[src/rtl/alu_pkg.sv]
// alu_pkg: opcode, FSM state and width definitions shared by the sequential ALU array
package alu_pkg;
  localparam int OP_W = 3;
  typedef enum logic [OP_W-1:0] {
    OP_ADD   = 3'b000,
    OP_SUB   = 3'b001,
    OP_MUL   = 3'b010,
    OP_CMP   = 3'b011,
    OP_AND   = 3'b100,
    OP_OR    = 3'b101,
    OP_XOR   = 3'b110,
    OP_PASSA = 3'b111
  } alu_op_e;
  typedef enum logic [1:0] {IDLE, EXEC, DONE} alu_state_e;
endpackage

[src/rtl/alu_lane_seq.sv]
// alu_lane_seq: one ALU lane with operand capture, shift-add multiplier and result/flag registers (ALU_SAT_EN saturates ADD/SUB)
module alu_lane_seq
  import alu_pkg::*;
#(
  parameter int WIDTH = 4
) (
  input  logic               clk,
  input  logic               arst,
  input  logic               load,
  input  logic               step,
  input  logic               last,
  input  alu_op_e            op,
  input  logic [WIDTH-1:0]   a,
  input  logic [WIDTH-1:0]   b,
  output logic [2*WIDTH-1:0] out,
  output logic               carry,
  output logic               gt,
  output logic               eq,
  output logic               lt
);
  logic [2*WIDTH-1:0] mcand, acc, acc_nx;
  logic [WIDTH-1:0] mplier, add_r, sub_r, res;
  logic [WIDTH:0] sum, dif;
  logic cy;
  assign sum = {1'b0, a} + {1'b0, b};
  assign dif = {1'b0, a} - {1'b0, b};
`ifdef ALU_SAT_EN
  assign add_r = sum[WIDTH] ? '1 : sum[WIDTH-1:0];
  assign sub_r = dif[WIDTH] ? '0 : dif[WIDTH-1:0];
`else
  assign add_r = sum[WIDTH-1:0];
  assign sub_r = dif[WIDTH-1:0];
`endif
  assign acc_nx = mplier[0] ? acc + mcand : acc;
  always_comb begin
    res = op == OP_ADD ? add_r : op == OP_SUB ? sub_r : op == OP_AND ? a & b :
          op == OP_OR ? a | b : op == OP_XOR ? a ^ b : op == OP_PASSA ? a : '0;
    cy = op == OP_ADD ? sum[WIDTH] : op == OP_SUB ? dif[WIDTH] : 1'b0;
  end
  always_ff @(posedge clk)
    if (!arst) begin
      acc <= '0;
      mcand <= '0;
      mplier <= '0;
      out <= '0;
      carry <= 1'b0;
      gt <= 1'b0;
      eq <= 1'b0;
      lt <= 1'b0;
    end else if (load) begin
      acc <= '0;
      mcand <= {{WIDTH{1'b0}}, a};
      mplier <= b;
      out <= {{WIDTH{1'b0}}, res};
      carry <= cy;
      gt <= a > b;
      eq <= a == b;
      lt <= a < b;
    end else if (step) begin
      acc <= acc_nx;
      mcand <= mcand << 1;
      mplier <= mplier >> 1;
      if (last) out <= acc_nx;
    end
endmodule

[src/rtl/alu_array_seq.sv]
// alu_array_seq: N_ALU-lane sequential ALU sharing one opcode and valid/ready handshake (ALU_SAT_EN saturates ADD/SUB)
module alu_array_seq
  import alu_pkg::*;
#(
  parameter int WIDTH = 4,
  parameter int N_ALU = 4
) (
  input  logic                     clk,
  input  logic                     arst,
  input  logic                     enable,
  input  logic                     in_valid,
  output logic                     in_ready,
  input  logic [OP_W-1:0]          select,
  input  logic [WIDTH*N_ALU-1:0]   a,
  input  logic [WIDTH*N_ALU-1:0]   b,
  output logic                     out_valid,
  input  logic                     out_ready,
  output logic [2*WIDTH*N_ALU-1:0] out,
  output logic [N_ALU-1:0]         carry_out,
  output logic [N_ALU-1:0]         a_greater,
  output logic [N_ALU-1:0]         a_equal,
  output logic [N_ALU-1:0]         a_less
);
  localparam int CW = $clog2(WIDTH + 1);
  alu_state_e state, nxt;
  logic [CW-1:0] cnt;
  logic load, step, last;
  assign load = enable && in_valid && in_ready;
  assign step = enable && state == EXEC;
  assign last = cnt == CW'(WIDTH - 1);
  always_comb
    nxt = !enable ? state :
          state == IDLE ? (load ? (alu_op_e'(select) == OP_MUL ? EXEC : DONE) : IDLE) :
          state == EXEC ? (last ? DONE : EXEC) :
          (out_ready ? IDLE : DONE);
  always_ff @(posedge clk)
    if (!arst) begin
      state <= IDLE;
      cnt <= '0;
      in_ready <= 1'b0;
      out_valid <= 1'b0;
    end else begin
      state <= nxt;
      in_ready <= nxt == IDLE;
      out_valid <= nxt == DONE;
      cnt <= step ? (last ? '0 : cnt + CW'(1)) : cnt;
    end
  for (genvar i = 0; i < N_ALU; i++) begin : g_lane
    alu_lane_seq #(.WIDTH(WIDTH)) u_lane (
      .clk   (clk),
      .arst  (arst),
      .load  (load),
      .step  (step),
      .last  (last),
      .op    (alu_op_e'(select)),
      .a     (a[i*WIDTH +: WIDTH]),
      .b     (b[i*WIDTH +: WIDTH]),
      .out   (out[i*2*WIDTH +: 2*WIDTH]),
      .carry (carry_out[i]),
      .gt    (a_greater[i]),
      .eq    (a_equal[i]),
      .lt    (a_less[i])
    );
  end
endmodule
[config.mk]
export PLATFORM = sky130hd
export DESIGN_NAME = alu_array_seq
export DESIGN_NICKNAME = d
export VERILOG_FILES = /design/src/rtl/alu_pkg.sv /design/src/rtl/alu_lane_seq.sv /design/src/rtl/alu_array_seq.sv
export SDC_FILE = /design/constraint.sdc
export NUM_CORES = 1
export LEC_CHECK = 0
export CAP_MARGIN = 30
export CELL_PAD_IN_SITES_DETAIL_PLACEMENT = 1
export CELL_PAD_IN_SITES_GLOBAL_PLACEMENT = 2
export CORE_ASPECT_RATIO = 1.1
export CORE_MARGIN = 1
export CORE_UTILIZATION = 35
export DETAILED_ROUTE_END_ITERATION = 10
export PLACE_DENSITY_LB_ADDON = 0.12
export RECOVER_POWER = 50
export SYNTH_ARGS = -nofsm -noshare
export SYNTH_HDL_FRONTEND = slang
export SYNTH_SLANG_ARGS = --single-unit
[constraint.sdc]
create_clock -name clk -period 2.6 [get_ports clk]
set_input_delay 0.39 -clock clk [delete_from_list [all_inputs] [get_ports clk]]
set_output_delay 0.39 -clock clk [all_outputs]
set_load 0.02 [all_outputs]
==> flow_summary_export.csv <==
group,metric,value,unit
run_status,outcome,"complete, no violations",
global_route,antenna_found_initial,0,
yosys,yosysWarnings,0,
detailed_routing,drcViolationCount,0,
setup_path,r2r_cells,9,
setup_path,crit_family,"buffers and inverters",
power_and_ir_drop,p_total,0.00550,W
placement,gp_congestion,0.765,
yosys,ys_top_cells_by_area,"dfxtp_1 30%, ha_1 11%, nand2_1 5.5%",
final_layout,drive_gt1_share,9.09,%
setup_path,crit_fanout,44,
cts,clk_pin_slew_worst_paths,0.06,ns
setup_path,reg2reg_slack,0.27,ns
cts,cts_hold_buf,0,
power_and_ir_drop,vdd_drop_max,473,uV
detailed_routing,drt_wl_total,27000,um
detailed_routing,vias,7835,
timing,slew_headroom,33.4,%
yosys,synth_edf_count,0,
yosys,async_flop_share,0,%
yosys,synth-seq-area-share,30.4,%
setup_path,timing.rr.start,"g_lane[3].u_lane.acc[0]",
placement,placed_area,10200,um^2
final_layout,final_core_util,43.6,%
global_route,grt_overflow_total,0,
placement,numPortBuffers,89,
die,core_area,24700,um^2
final_layout,final_cell_mix,"135 x dfxtp_1, 130 x nand2_1, 95 x a21oi_1",
cts,clkLatencyLatePin,0.42,ns
yosys,yosysUniqueCellTypes,58,
power_and_ir_drop,leakagePower,4.63,nW
flow_run,maxCapViolations,0,
yosys,synthesis.area,8890,um^2
timing,fin_crit,2.41,ns
cts,cts.sinks,135,
detailed_routing,vias_per_cell,5.35,
cts,cts_repair_resize_count,0,
die,rows,60,
cts,clockRootBuffer,"clkbuf_16",
final_layout,layout_commonest_cell,"dfxtp_1",
yosys,synth_cells,1068,
yosys,syn_avg_cell_area,8.32,um^2
cts,cts_tree,"yes",
detailed_routing,ant_nets,0,
die,die_area,26000,um^2
die,start_util,36.0,%
power_and_ir_drop,power_density,510,nW/um^2
timing,finalSetupTns,0,ns
setup_path,arrival,2.78,ns
yosys,syn-num-nets,1197,
worst_hold_path,holdPathEnd,"cnt[2]",
global_route,grt_max_degree,58,
final_layout,syn_to_final_growth,21.3,%
yosys,ys_ff_latch,135,
timing,finalHoldViolations,0,
setup_path,r2r_end,"g_lane[3].u_lane.out[6]",
cts,cts_buffer_depth,2,
timing,setup_viol,0,
timing,rsz0062_at_grt,"false",
timing,max_freq,0.414,GHz
setup_path,slowest_delay,0.82,ns
timing,worst_pin_slew,0.999,ns
setup_path,crit_buf_inv,2,
yosys,yosysTopAreaCellShare,30.4,%
detailed_routing,drt_iter0_markers,301,
detailed_routing,first_pass_iters,5,
cts,numCtsBuffers,17,
placement,dp_hpwl,20100,um
setup_path,critPathCaptureType,"register",
setup_path,crit_type,"input port to register",
timing,slew_viol_final,0,
global_route,grt_pass1_wl,44700,um
yosys,yosys_most_used_dff,"dfxtp_1",
detailed_routing,wl_per_cell,18.5,um
die,io_pins,90,
setup_path,slowest_stage,"clkbuf_2",
setup_path,cp_cell_sequence,"dlygate4sd3_1, and2b_1, and2_0, clkbuf_2, nand2_1, o211ai_1, o211a_1",
worst_hold_path,hp-start,"cnt[2]",
global_route,grt_use_total,21.9,%
die,die_h,169,um
cts,post-cts-setup-buffer-count,0,
yosys,synth_top_area_cell,"dfxtp_1",
setup_path,worstPathRequired,2.96,ns
final_layout,insertedDiodeCount,0,
worst_hold_path,whs_path_depth,2,
timing,fin_worst_skew,0.0101,ns
timing,worst_slack,0.185,ns
setup_path,start_kind,"input port",
global_route,grt_pass1_vias,8029,
worst_hold_path,min_path_type,"register to register",
timing,period_share,92.9,%
die,die_w,154,um
final_layout,final_cell_area,10800,um^2
cts,htree_num_levels,4,
placement,preCtsSetupSlack,0.0689,ns
final_layout,finalNetCount,1271,
[worst max-delay path by stage]
stage | start | end | slack (ns) | cells past startpoint
after global routing | enable | g_lane[3].u_lane.mplier[0] | 0.05 | 7
after floorplan | g_lane[3].u_lane.acc[0] | g_lane[3].u_lane.out[6] | 0.54 | 9
final | enable | g_lane[3].u_lane.mplier[0] | 0.19 | 7
after global placement | a[12] | g_lane[3].u_lane.out[1] | 0.07 | 8
after detailed placement | a[12] | g_lane[3].u_lane.out[1] | 0.07 | 8
after CTS | g_lane[3].u_lane.acc[0] | g_lane[3].u_lane.out[6] | 0.23 | 9
[per-layer routing]
layer | wire (um) | track usage [%]
met1 | 13600 | 30.5
met2 | 12600 | 36.0
met3 | 693 | 2.87
met4 | 153 | 4.48
met5 | 0 | 0
[cell families (layout without fill, tap and decap cells)]
logic type / after synthesis / after routing / synth area share [%]
muxes: 37 / 37 / 6.10
AOI/OAI and AO/OA: 314 / 314 / 23.4
xor gates and xnor gates: 36 / 36 / 3.55
DFF: 135 / 135 / 30.4
and+or+nand+nor: 302 / 302 / 15.5
buffers and inverters: 155 / 242 / 7.45
adders and majority gates: 89 / 89 / 13.5
[report_power, final]
group	leakage, nW	total [W]	switching (W)	internal, W
combinational	3.25	0.000788	0.000434	0.000355
sequential	1.09	0.00215	0.0000401	0.00211
clock	0.289	0.00256	0.00101	0.00154
[worst register-to-register path, cell delays in order (launching register included)]
cell and delay [ns]:
dfxtp_1 0.35, ha_1 0.21, inv_1 0.07, fa_1 0.45
nand2b_1 0.16, a21oi_1 0.19, o21ai_0 0.14, nor3b_1 0.16
o31ai_1 0.34, a32o_1 0.21
[metrics by stage]
step                hold WS (ns)  cells
floorplan                  0.412   1068
global placement           0.421   1433
detailed placement         0.432   1433
CTS                        0.440   1465
global route               0.461   1465
finish                     0.452   1465
[layout make-up]
| class | instances | area (um^2) |
|---|---|---|
| Clock buffer | 18 | 439 |
| Clock inverter | 14 | 174 |
| Fill cell | 2885 | 13900 |
| Inverter | 71 | 267 |
| Multi-Input combinational cell | 778 | 5530 |
| Sequential cell | 135 | 2700 |
| Tap cell | 310 | 388 |
| Timing Repair Buffer | 139 | 1270 |
[sequential cells by signal (all words and copies together) (netlist names)]
signal and count:
g_lane.u_lane.gt 4, g_lane.u_lane.mcand 32, g_lane.u_lane.eq 4, g_lane.u_lane.acc 32
g_lane.u_lane.mplier 16, in_ready 1, cnt 3, g_lane.u_lane.carry 4
g_lane.u_lane.lt 4, state 2, out_valid 1, g_lane.u_lane.out 32
[Yosys cell counts (3+ instances only)]
| cell type | number |
|---|---|
| clkbuf_1 | 47 |
| xnor2_1 | 15 |
| mux4_2 | 13 |
| nor3_1 | 12 |
| a311oi_1 | 3 |
| a22oi_1 | 18 |
| mux2_2 | 7 |
| ha_1 | 77 |
| nor3b_1 | 7 |
| a31oi_1 | 5 |
| a21boi_0 | 8 |
| nor2b_1 | 29 |
| a21oi_1 | 95 |
| nand3_1 | 25 |
| and3_1 | 10 |
| inv_1 | 71 |
| nand2_1 | 130 |
| a221oi_1 | 3 |
| a21o_1 | 11 |
| fa_1 | 12 |
| o31a_1 | 3 |
| o21a_1 | 11 |
| and2_1 | 9 |
| o22ai_1 | 4 |
| dfxtp_1 | 135 |
| o21ai_0 | 52 |
| mux2i_1 | 17 |
| a211oi_1 | 32 |
| nand2b_1 | 4 |
| o211a_1 | 26 |
| o21bai_1 | 9 |
| buf_1 | 7 |
| buf_2 | 13 |
| or3_1 | 5 |
| buf_4 | 17 |
| o31ai_1 | 3 |
| o211ai_1 | 14 |
| nor4_1 | 5 |
| nor2_1 | 61 |
| xor2_1 | 21 |
Note: power is estimated with default switching activity, not from simulation.
